--- src/rtl/sos_coef_loader_if.sv ---
// Coefficient configuration stream between a host-side writer and the loader.
//
// Handshake: a word moves on a rising clock edge when cfg_valid and
// cfg_ready are both 1. The writer holds cfg_data stable while cfg_valid is
// high and the word has not moved yet. The loader may raise or drop
// cfg_ready in any cycle, and cfg_ready may depend combinationally on the
// loader's state.
//
// Signals:
//   cfg_data  [W-1:0]  signed coefficient word (writer -> loader)
//   cfg_valid          cfg_data is valid         (writer -> loader)
//   cfg_ready          loader takes a word now   (loader -> writer)
interface sos_coef_loader_if #(
  parameter int W = 16
);
  logic [W-1:0] cfg_data;
  logic         cfg_valid;
  logic         cfg_ready;

  modport master (
    output cfg_data,
    output cfg_valid,
    input  cfg_ready
  );

  modport slave (
    input  cfg_data,
    input  cfg_valid,
    output cfg_ready
  );
endinterface

--- src/rtl/sos_coef_loader.sv ---
// Double-buffered coefficient loader for one second-order IIR section.
// Six words (b0, b1, b2, a0, a1, a2) are collected into a shadow buffer.
// The active set is then swapped in one edge on a sample-boundary strobe,
// so the filter never sees a mix of old and new coefficients.
//
// Ports:
//   CLK        rising-edge clock
//   nReset     synchronous active-low reset (works even with CE low)
//   CE         clock enable; when low nothing changes and cfg_ready is 0
//   start      begin a new load (aborts a load already in progress)
//   cfg        coefficient stream (slave side of sos_coef_loader_if)
//   commit_en  sample-boundary strobe that permits the swap
//   coef_b     active b set, b0 in the lowest W bits
//   coef_a     active a set, a0 in the lowest W bits
//   busy       loading or waiting for commit
//   done       one-cycle pulse after a commit
//   err        one-cycle pulse after a load was aborted by start
//   state_dbg  current FSM state
module sos_coef_loader #(
  parameter int TAPSIZE = 3,
  parameter int WI      = 5,
  parameter int WF      = 11,
  localparam int W      = WI + WF
) (
  input  logic                 CLK,
  input  logic                 nReset,
  input  logic                 CE,
  input  logic                 start,
  sos_coef_loader_if.slave     cfg,
  input  logic                 commit_en,
  output logic [3*W-1:0]       coef_b,
  output logic [3*W-1:0]       coef_a,
  output logic                 busy,
  output logic                 done,
  output logic                 err,
  output logic [1:0]           state_dbg
);

  localparam int          NWORDS = 2 * TAPSIZE;
  localparam logic [2:0]  LAST   = 3'(NWORDS - 1);
  localparam logic [W-1:0] ONE   = W'(1) << WF;
  localparam logic [3*W-1:0] IDENT = {{(2*W){1'b0}}, ONE};

  typedef enum logic [1:0] {
    IDLE        = 2'd0,
    LOAD        = 2'd1,
    WAIT_COMMIT = 2'd2
  } state_t;

  state_t       state, state_n;
  logic [2:0]   cnt, cnt_n;
  logic         ready, xfer, commit, abort;
  logic [W-1:0] shadow [NWORDS];

  // State register
  always_ff @(posedge CLK) begin
    if (!nReset) begin
      state <= IDLE;
      cnt   <= '0;
    end else if (CE) begin
      state <= state_n;
      cnt   <= cnt_n;
    end
  end

  // Next state and per-cycle strobes. start outranks a coincident
  // transfer or commit_en. cfg_ready stays high during an aborting cycle,
  // but that word is dropped.
  always_comb begin
    state_n = state;
    cnt_n   = cnt;
    ready   = 1'b0;
    xfer    = 1'b0;
    commit  = 1'b0;
    abort   = 1'b0;
    if (CE) begin
      unique case (state)
        IDLE: begin
          if (start) begin
            state_n = LOAD;
            cnt_n   = '0;
          end
        end
        LOAD: begin
          ready = 1'b1;
          if (start) begin
            abort = 1'b1;
            cnt_n = '0;
          end else if (cfg.cfg_valid) begin
            xfer = 1'b1;
            if (cnt == LAST) begin
              state_n = WAIT_COMMIT;
              cnt_n   = '0;
            end else begin
              cnt_n = cnt + 3'd1;
            end
          end
        end
        WAIT_COMMIT: begin
          if (start) begin
            abort   = 1'b1;
            state_n = LOAD;
            cnt_n   = '0;
          end else if (commit_en) begin
            commit  = 1'b1;
            state_n = IDLE;
          end
        end
        default: state_n = IDLE;
      endcase
    end
  end

  // Shadow buffer, active set and status pulses
  always_ff @(posedge CLK) begin
    if (!nReset) begin
      for (int i = 0; i < NWORDS; i++) shadow[i] <= '0;
      coef_b <= IDENT;
      coef_a <= IDENT;
      done   <= 1'b0;
      err    <= 1'b0;
    end else if (CE) begin
      done <= commit;
      err  <= abort;
      if (xfer) shadow[cnt] <= cfg.cfg_data;
      if (commit) begin
        coef_b <= {shadow[2], shadow[1], shadow[0]};
        coef_a <= {shadow[5], shadow[4], shadow[3]};
      end
    end
  end

  assign cfg.cfg_ready = ready;
  assign busy          = (state != IDLE);
  assign state_dbg     = state;

endmodule

--- src/flat_wrapper.sv ---
// flat-port wrapper written by rule: the top's interface ports become plain ports
module sos_coef_loader_flat 
#(
  parameter int TAPSIZE = 3,
  parameter int WI      = 5,
  parameter int WF      = 11,
  localparam int W      = WI + WF
)
  (CLK, nReset, CE, start, commit_en, coef_b, coef_a, busy, done, err, state_dbg, cfg_cfg_data, cfg_cfg_valid, cfg_cfg_ready);
  sos_coef_loader_if #(.W((16))) cfg_i ();
  input  logic CLK;
  input  logic nReset;
  input  logic CE;
  input  logic start;
  input  logic commit_en;
  output logic [3*W-1:0] coef_b;
  output logic [3*W-1:0] coef_a;
  output logic busy;
  output logic done;
  output logic err;
  output logic [1:0] state_dbg;
  input wire logic [$bits(cfg_i.cfg_data)-1:0] cfg_cfg_data;
  input wire logic [$bits(cfg_i.cfg_valid)-1:0] cfg_cfg_valid;
  output wire logic [$bits(cfg_i.cfg_ready)-1:0] cfg_cfg_ready;
  assign cfg_i.cfg_data = cfg_cfg_data;
  assign cfg_i.cfg_valid = cfg_cfg_valid;
  assign cfg_cfg_ready = cfg_i.cfg_ready;
  sos_coef_loader #(.TAPSIZE(TAPSIZE), .WI(WI), .WF(WF)) u_core (.CLK(CLK), .nReset(nReset), .CE(CE), .start(start), .cfg(cfg_i), .commit_en(commit_en), .coef_b(coef_b), .coef_a(coef_a), .busy(busy), .done(done), .err(err), .state_dbg(state_dbg));
endmodule
--- config.mk ---
export PLATFORM = sky130hd
export DESIGN_NAME = sos_coef_loader_flat
export DESIGN_NICKNAME = d
export VERILOG_FILES = /design/src/rtl/sos_coef_loader_if.sv /design/src/rtl/sos_coef_loader.sv /design/src/flat_wrapper.sv
export SDC_FILE = /design/constraint.sdc
export NUM_CORES = 1
export LEC_CHECK = 0
export CAP_MARGIN = 0
export CELL_PAD_IN_SITES_DETAIL_PLACEMENT = 1
export CELL_PAD_IN_SITES_GLOBAL_PLACEMENT = 1
export CORE_MARGIN = 2
export CORE_UTILIZATION = 40
export CTS_CLUSTER_DIAMETER = 200
export DETAILED_ROUTE_END_ITERATION = 7
export PLACE_DENSITY_LB_ADDON = 0.1
export SLEW_MARGIN = 40
export SYNTH_ARGS = -nofsm -noshare
export SYNTH_HDL_FRONTEND = slang
export SYNTH_SLANG_ARGS = --single-unit
export TNS_END_PERCENT = 50
--- constraint.sdc ---
create_clock -name CLK -period 3.19 [get_ports CLK]
set_input_delay 0.638 -clock CLK [delete_from_list [all_inputs] [get_ports CLK]]
set_output_delay 0.638 -clock CLK [all_outputs]
set_load 0.03 [all_outputs]
==> results.md, run 1 <==
- Clock root cell: clkbuf_16
- First-pass detailed-route iteration total: 4
- Total cell area at the placement stage: 0.00875 mm2
- CTS tree: done
- Crit-path max cell delay: 0.66 ns
- Post-synthesis register bit count: 199
- Critical path arrival: 2.10 ns
- Library cell occupying the most area in the post-synthesis netlist: edfxtp_1
- All-Layer GR Usage: 0.218
- Most frequent cells in the layout: 217 x nand2_1, 123 x clkdlybuf4s50_1, 103 x dfxtp_1, 99 x a21oi_1, 96 x edfxtp_1
- Synth Area per Inst: 10.3 um2
- Register cell area after layout: 0.00494 mm2
- Iteration-0 DRC Markers: 371
- Area fraction of the dominant cell type after synthesis: 0.398
- Drt drc: 0
- Clock-pin transition on the worst setup and hold timing paths: 0.07 ns
- Area of the multi-input gates: 0.00203 mm2
- Type of destination of the critical path: output port
- Synthesis Warnings: 0
- Initial core utilization: 0.406
- Final Hold Violating Endpoints: 0
- Critical path fanouts, max: 9
- Worst slack, placed: 0.424 ns
- Initial antenna violation count: 0
- HPWL after detailed placement: 14.2 mm
- Worst Path Class, Setup: input port to output port
- Final layout net count: 852
- Wire length of the first global-routing pass: 32.0 mm
- Power density over cell area: 539 mW/mm2
- Number of buffer and inverter instances along the worst setup path: 2
- Post-CTS Hold Buffers: 0
- # clock sinks: 199
- Drt total wl: 20.4 mm
- RSZ-0062 raised after global routing: false
- Number of global-route vias before repair: 5,586
- Leakage: 3.28 nW
- DR WL/cell: 19.1 um
- Cell chain of the critical path: clkdlybuf4s50_1 -> and2_1 -> clkdlybuf4s50_1
- Clock buffer depth: 2
- Final period util: 0.859
- Req. time, crit path: 2.55 ns
- Crit-path leading delay family: buffers and inverters
- Post-route standard cell area excluding fillers: 0.00931 mm2
- Status: finished, final reports clean
- Pin count of the biggest net entering global routing: 100
- Proportion of layout cells with a drive suffix above 1: 0.0633
- Total number of H-tree levels: 4
- Floorplan core area: 0.0178 mm2
- Number of max-slew violations in the final report: 0
- Slew at the pin closest to its max-slew limit: 0.754 ns
- Number of primary I/O pins: 124
- Number of distinct library cell variants in the gate-level netlist after synthesis: 31
- Routability congestion estimate: 0.764
- Part of the Yosys area used for sequential elements: 0.683
- Number of resized instances in the post-cts repair step: 0
- Dominant cells by area after synthesis: edfxtp_1 40%, dfxtp_1 28%, nand2_1 11%
- Syn Inst Count: 705
- Die Wd: 139 um
- Setup TNS: 0 ns
- Most used DFF post-synth: dfxtp_1
- Number of clock buffers inserted by TritonCTS: 17
- Filler cell count in the final layout: 1,969
- Total Power: 5.02 mW
- Cell occurring most often along the worst timing path: clkdlybuf4s50_1
- Post-synth design cell area: 0.00724 mm2
- Area delta synth->final: 28.6%
- Slowest stage cell, crit path: clkdlybuf4s50_1
- MaxCap Viol Count: 0
- Syn nets: 733
- Final ANT Viol Nets: 0
- Clock latency of the later-clocked register in the worst-skew pair: 0.43 ns
- Setup ws final: 0.450 ns
- Most common library cell in the layout ignoring fill and taps: nand2_1
- Port Buffer Count: 123
- Post-CTS Setup Inserts: 0
- Final clock skew: 0.0112 ns
- Total number of placement rows: 49
- Detail-routed via count per cell: 5.06
- Die outline area: 0.0192 mm2
- Leftover overflow at the end of global routing: 0
- Slew headroom: 0.497
- Min cycle time layout: 2.74 ns
- Routed vias: 5,389
- Vertical die dimension: 139 um
- Count of inserted antenna diode cells: 0
- Peak supply drop: 0.393 mV
- Path category of the worst min-delay check: flop to flop
- Crit start category: input port
- Max Clock Freq: 0.365 GHz
- Fraction of synthesis flops using an asynchronous set or reset pin: 0
- Final setup vio count: 0
- Count of flip-flops with a built-in enable after synthesis: 96
- Hold Worst Slack: 0.454 ns
path summary, 6_finish.rpt:
check / startpoint / cells after the start / slack (ns) / end
setup reg to reg: u_core.state_dbg[1] / 8 / 1.01 / u_core.shadow[3][15]
setup / recovery: CE / 3 / 0.45 / cfg_cfg_ready
hold reg to reg: u_core.coef_b[41] / 2 / 0.45 / u_core.coef_b[41]
hold / removal: u_core.coef_b[41] / 2 / 0.45 / u_core.coef_b[41]
sequential cells by signal (all words and copies together), names as in the netlist:
signal / count
u_core.cnt: 3
u_core.coef_a: 48
u_core.coef_b: 48
u_core.done: 1
u_core.err: 1
u_core.shadow: 96
u_core.state_dbg: 2
kinds of logic after synthesis:
| logic type | synth area share |
|---|---|
| and+or+nand+nor | 0.192 |
| DFF | 0.683 |
| AOI/OAI and AO/OA | 0.0750 |
| buffers and inverters | 0.0384 |
| adders and majority gates | 0.0104 |
| muxes | 0.00138 |
final cells by class:
cell class | count | area share
Sequential cell | 199 | 0.531
Multi-Input combinational cell | 444 | 0.218
Timing Repair Buffer | 142 | 0.152
Clock buffer | 23 | 0.0527
Tap cell | 229 | 0.0308
Inverter | 20 | 0.00806
Clock inverter | 9 | 0.00699
worst min-delay path, cell delays in order (launching register included):
cell     delay, ns
dfxtp_1       0.31
nand2_1       0.05
a21oi_1       0.05
layer usage:
metal | global-route usage | part of all wire | vias to the layer above | wire length [um]
met4 | 0.0806 | 0.026 | 0 | 530
met5 | 0 | 0 | - | 0
met3 | 0.0523 | 0.052 | 25 | 1060
met2 | 0.355 | 0.48 | 142 | 9850
li1 | - | - | 2551 | -
met1 | 0.284 | 0.44 | 2671 | 8960
power by group:
group,switching [mW],total [mW],internal [mW]
logic,0.133,0.205,0.0725
registers,0.0329,2.75,2.72
clock network,0.958,2.06,1.10
total,1.12,5.02,3.89
through the flow:
step,instances,util
after CTS,1066,0.522
after global routing,1066,0.522
final,1066,0.522
after floorplan,705,-
after global placement,1034,0.490
after detailed placement,1034,0.491
cells in the mapped netlist (2+ instances only):
| master | number |
|---|---|
| dfxtp_1 | 103 |
| nor2_1 | 67 |
| and3_1 | 2 |
| nand3_1 | 5 |
| edfxtp_1 | 96 |
| a21oi_1 | 99 |
| ha_1 | 6 |
| buf_2 | 14 |
| nand2b_1 | 9 |
| nor2b_1 | 2 |
| nand2_1 | 217 |
| inv_1 | 19 |
| clkbuf_1 | 20 |
| nand3b_2 | 2 |
| buf_4 | 7 |
| o22ai_1 | 2 |
| o21ai_0 | 4 |
| and2_1 | 17 |
| nor3_1 | 2 |
Note: power is estimated with default switching activity, not from simulation.
==> inputs of run 2 (changes only) <==
--- a/config.mk
+++ b/config.mk
@@ -8,11 +8,11 @@
 export CAP_MARGIN = 0
 export CELL_PAD_IN_SITES_DETAIL_PLACEMENT = 1
 export CELL_PAD_IN_SITES_GLOBAL_PLACEMENT = 1
-export CORE_MARGIN = 2
 export CORE_UTILIZATION = 40
 export CTS_CLUSTER_DIAMETER = 200
 export DETAILED_ROUTE_END_ITERATION = 7
 export PLACE_DENSITY_LB_ADDON = 0.1
+export SKIP_LAST_GASP = 1
 export SLEW_MARGIN = 40
 export SYNTH_ARGS = -nofsm -noshare
 export SYNTH_HDL_FRONTEND = slang
==> run 2 against run 1 <==
Against the previous run:
- sequential share of layout area is 0.52 points lower
- worst hold slack lost 0.00074 ns
- critical endpoint unchanged
- register-to-register slack lost 0.15 ns
==> results.md, run 2 (synthesis results as in run 1) <==
- Status: finished, final reports clean
- Type of destination of the critical path: output port
- Final layout net count: 855
- Final std cells w/o fill: 1,065
- Final ANT Viol Nets: 0
- MaxCap Viol Count: 0
- Total number of placement rows: 48
- Crit start category: input port
- All-Layer GR Usage: 0.229
- Floorplan core area: 0.0175 mm2
- Final period util: 0.863
- Number of resized instances in the post-cts repair step: 0
- Drt drc: 0
- Clock root cell: clkbuf_16
- Area delta synth->final: 29.9%
- Leakage: 3.31 nW
- Total number of H-tree levels: 4
- Port Buffer Count: 123
- Largest registers in the final layout: u_core.shadow (96), u_core.coef_a (48), u_core.coef_b (48)
- Vertical die dimension: 137 um
- Count of inserted antenna diode cells: 0
- Number of cells on the worst reg-to-reg path: 8
- Number of flip-flops under the largest register name: 96
- Clock buffer depth: 2
- Post-CTS Setup Inserts: 0
- Final setup vio count: 0
- Min cycle time layout: 2.75 ns
- Pin count of the biggest net entering global routing: 100
- Launching point of the worst reg2reg path: u_core.state_dbg[1]
- Power density over cell area: 552 mW/mm2
- Hold Crit Endpoint: u_core.coef_a[31]
- DR WL/cell: 19.0 um
- Max Clock Freq: 0.363 GHz
- Post-CTS Hold Buffers: 0
- Worst Path Class, Setup: input port to output port
- Number of primary I/O pins: 124
- Number of clock buffers inserted by TritonCTS: 17
- Critical path arrival: 2.12 ns
- Iteration-0 DRC Markers: 255
- Final clock skew: 0.0101 ns
- Filler cell count in the final layout: 1,888
- Number of global-route vias before repair: 5,498
- Final Hold Violating Endpoints: 0
- Register with the most flip-flops: u_core.shadow
- Most common library cell in the layout ignoring fill and taps: nand2_1
- Area of the multi-input gates: 0.00203 mm2
- Routed vias: 5,368
- Total placed cells including tap cells: 1,033
- Clock latency of the later-clocked register in the worst-skew pair: 0.43 ns
- CTS tree: done
- Initial core utilization: 0.414
- Slew at the pin closest to its max-slew limit: 0.759 ns
- Start point of the worst min-delay path: u_core.coef_a[31]
- Register cell area after layout: 0.00494 mm2
- Slew headroom: 0.493
- First-pass detailed-route iteration total: 4
- Setup TNS: 0 ns
- Req. time, crit path: 2.55 ns
- Leftover overflow at the end of global routing: 0
- # clock sinks: 199
- HPWL after detailed placement: 14.1 mm
- Number of cells on the worst hold path: 2
- RSZ-0062 raised after global routing: false
- Path category of the worst min-delay check: flop to flop
- Endpoint of the most critical register-to-register path: u_core.shadow[4][13]
- Die Wd: 137 um
- Wire length of the first global-routing pass: 31.4 mm
- Worst reg2reg setup slack: 0.86 ns
- Peak supply drop: 0.377 mV
- Critical path fanouts, max: 9
- Detail-routed via count per cell: 5.04
- Die outline area: 0.0186 mm2
- Number of max-slew violations in the final report: 0
- Most frequent cells in the layout: 217 x nand2_1, 123 x clkdlybuf4s50_1, 103 x dfxtp_1, 99 x a21oi_1, 96 x edfxtp_1
- Drt total wl: 20.2 mm
- Proportion of layout cells with a drive suffix above 1: 0.0702
- Clock-pin transition on the worst setup and hold timing paths: 0.07 ns
- Routability congestion estimate: 0.749
- Initial antenna violation count: 0
## run 2: how the worst max path moves through the flow
stage | from | endpoint | slack, ns
finish | CE | cfg_cfg_ready | 0.44
global route | u_core.state_dbg[0] | busy | 0.36
CTS | CE | cfg_cfg_ready | 0.43
detailed placement | CE | u_core.shadow[1][13] | 0.32
global placement | CE | u_core.shadow[4][13] | 0.42
floorplan | start | u_core.shadow[4][0] | 0.59
## run 2: layout make-up
| type | count | area share |
|---|---|---|
| clock buffer | 21 | 0.0514 |
| timing repair buffer | 145 | 0.154 |
| clock inverter | 11 | 0.0144 |
| inverter | 20 | 0.00799 |
| sequential | 199 | 0.526 |
| multi-input combinational | 444 | 0.216 |
| tap | 225 | 0.0299 |
## run 2: worst max-delay path, stage by stage
cell and delay [ns]:
clkdlybuf4s50_1 0.62, and2_1 0.18, clkdlybuf4s50_1 0.67
## run 2: power breakdown
| group | total (mW) | switching [mW] | internal, mW |
|---|---|---|---|
| clock | 2.23 | 0.968 | 1.26 |
| sequential | 2.75 | 0.0316 | 2.72 |
| combinational | 0.204 | 0.130 | 0.0736 |
| total | 5.19 | 1.13 | 4.06 |
## run 2: metal layers
layer / vias to the layer above / routed length (um) / GRT usage
li1: 2555 / - / -
met1: 2666 / 9000 / 0.305
met2: 127 / 10100 / 0.382
met3: 20 / 829 / 0.0389
met4: 0 / 308 / 0.0698
met5: - / 0 / 0
## run 2: per-stage QoR
stage / util / hold WS (ns) / worst slack (ns) / power, mW / cell area (um2)
6_report: 0.538 / 0.453 / 0.436 / 5.19 / 9400
5_1_grt: 0.538 / 0.467 / 0.363 / 5.34 / 9400
4_1_cts: 0.538 / 0.457 / 0.427 / 5.23 / 9400
3_5_place_dp: 0.503 / 0.447 / 0.320 / 3.01 / 8780
3_3_place_gp: 0.502 / 0.443 / 0.419 / 3.01 / 8780
2_1_floorplan: - / 0.433 / 0.586 / 2.90 / 7240
==> inputs of run 3 (changes only) <==
--- a/config.mk
+++ b/config.mk
@@ -5,7 +5,6 @@
 export SDC_FILE = /design/constraint.sdc
 export NUM_CORES = 1
 export LEC_CHECK = 0
-export CAP_MARGIN = 0
 export CELL_PAD_IN_SITES_DETAIL_PLACEMENT = 1
 export CELL_PAD_IN_SITES_GLOBAL_PLACEMENT = 1
 export CORE_UTILIZATION = 40
@@ -13,7 +12,7 @@
 export DETAILED_ROUTE_END_ITERATION = 7
 export PLACE_DENSITY_LB_ADDON = 0.1
 export SKIP_LAST_GASP = 1
-export SLEW_MARGIN = 40
+export SLEW_MARGIN = 0
 export SYNTH_ARGS = -nofsm -noshare
 export SYNTH_HDL_FRONTEND = slang
 export SYNTH_SLANG_ARGS = --single-unit
==> run 3 against run 2 <==
Against the previous run:
- register-to-register slack worse by 0.04 ns
- clock skew rose by 0.0024 ns
- count of clock-buffer cells in the layout is 3 lower
- worst hold slack better by 0.00086 ns
- routed wire length about the same
- sequential power is essentially flat
- flip-flop and latch count did not move
- worst setup slack got worse by 0.0067 ns
- core utilization fell by 0.42 points
==> results.md, run 3 (synthesis results as in run 1) <==
- Status: finished, final reports clean
- Type of destination of the critical path: output port
- DR WL/cell: 19.0 um
- Area delta synth->final: 28.9%
- Slew at the pin closest to its max-slew limit: 1.05 ns
- Most common library cell in the layout ignoring fill and taps: nand2_1
- WL met1: 8.86 mm
- Count of inserted antenna diode cells: 0
- Number of global-route vias before repair: 5,432
- Initial core utilization: 0.414
- Total number of H-tree levels: 4
- Vertical die dimension: 137 um
- Internal power contribution: 3.81 mW
- Final ANT Viol Nets: 0
- Port Buffer Count: 123
- Post-CTS Hold Buffers: 0
- Clock-pin transition on the worst setup and hold timing paths: 0.07 ns
- Met2 layer wire length in the routed design: 10.0 mm
- # clock sinks: 199
- Power spent charging and discharging nets: 1.16 mW
- Total number of placement rows: 48
- Clock buffer depth: 2
- Post-CTS Setup Inserts: 0
- Clock share of power: 0.406
- Final clock skew: 0.0125 ns
- Final std cells w/o fill: 1,065
- Routability congestion estimate: 0.749
- Crit start category: input port
- First-pass detailed-route iteration total: 4
- Final layout net count: 855
- Min cycle time layout: 2.76 ns
- Worst Path Class, Setup: input port to output port
- All-Layer GR Usage: 0.230
- Final Hold Violating Endpoints: 0
- Total placed cells including tap cells: 1,033
- Met3 layer wire length in the routed design: 954 um
- Slew headroom: 0.300
- Cell chain of the critical path: clkdlybuf4s50_1 -> and2_1 -> clkdlybuf4s50_1
- RSZ-0062 raised after global routing: false
- Clock latency of the later-clocked register in the worst-skew pair: 0.44 ns
- Die Wd: 137 um
- Number of max-slew violations in the final report: 0
- Crit-path max cell delay: 0.67 ns
- Top routing layer in use: met4
- Pin count of the biggest net entering global routing: 100
- Iteration-0 DRC Markers: 357
- Drt total wl: 20.2 mm
- Number of clock buffers inserted by TritonCTS: 17
- Filler cell count in the final layout: 1,887
- Final period util: 0.865
- Floorplan core area: 0.0175 mm2
- Routed vias: 5,367
- Detail-routed via count per cell: 5.04
- Cell occurring most often along the worst timing path: clkdlybuf4s50_1
- Power density over cell area: 533 mW/mm2
- Peak supply drop: 0.466 mV
- MaxCap Viol Count: 0
- Slowest stage cell, crit path: clkdlybuf4s50_1
- Hold Worst Slack: 0.454 ns
- HPWL after detailed placement: 14.2 mm
- Critical path fanouts, max: 9
- Register with the most flip-flops: u_core.shadow
- Drt drc: 0
- CTS tree: done
- Number of resized instances in the post-cts repair step: 0
- Setup ws final: 0.429 ns
- Number of flip-flops under the largest register name: 96
- Number of primary I/O pins: 124
- Total cell area at the placement stage: 0.00878 mm2
- Final setup vio count: 0
- Setup TNS: 0 ns
- Wire length of the first global-routing pass: 31.4 mm
- Gate power share: 0.041
- Critical path arrival: 2.12 ns
- Clock root cell: clkbuf_16
- Req. time, crit path: 2.55 ns
- Max Clock Freq: 0.362 GHz
- Die outline area: 0.0186 mm2
- Post-Route Utilization: 0.534
- Leftover overflow at the end of global routing: 0
- Leakage: 3.27 nW
- Worst slack, placed: 0.307 ns
- Switch share: 0.233
- Proportion of layout cells with a drive suffix above 1: 0.0702
- Initial antenna violation count: 0
- Largest registers in the final layout: u_core.shadow (96), u_core.coef_a (48), u_core.coef_b (48)
- Path category of the worst min-delay check: flop to flop
- Post-route standard cell area excluding fillers: 0.00933 mm2
- Most frequent cells in the layout: 217 x nand2_1, 123 x clkdlybuf4s50_1, 103 x dfxtp_1, 99 x a21oi_1, 96 x edfxtp_1
- Total Power: 4.97 mW
- Portion of total power attributed to sequential cells: 0.553
## run 3: path summary, 6_finish.rpt
check,startpoint,endpoint,slack [ns],cells past startpoint
max,CE,cfg_cfg_ready,0.43,3
min,u_core.coef_a[31],u_core.coef_a[31],0.45,2
max reg2reg,u_core.state_dbg[1],u_core.shadow[4][13],0.82,8
min reg2reg,u_core.coef_a[31],u_core.coef_a[31],0.45,2
## run 3: critical path, delay by kind of cell
| family | cells | cell delay (ns) |
|---|---|---|
| buffers and inverters | 2 | 1.30 |
| and+or+nand+nor | 1 | 0.18 |
## run 3: metal layers
metal	global-route usage	up-vias
li1	-	2559
met1	0.301	2652
met2	0.377	132
met3	0.0444	24
met4	0.0827	0
met5	0	-
## run 3: layout make-up
type / count / area, um2 / area share
sequential: 199 / 4940 / 0.530
multi-input combinational: 444 / 2030 / 0.218
timing repair buffer: 145 / 1450 / 0.155
clock buffer: 18 / 429 / 0.0460
tap: 225 / 282 / 0.0302
clock inverter: 14 / 120 / 0.0129
inverter: 20 / 75.1 / 0.00805
## run 3: power groups by stage
stage,clock (mW),combinational (mW),sequential (mW)
floorplan,0,0.0929,2.80
finish,2.02,0.203,2.75
global placement,0,0.198,2.81
CTS,2.07,0.205,2.75
detailed placement,0,0.204,2.81
global route,2.17,0.219,2.75
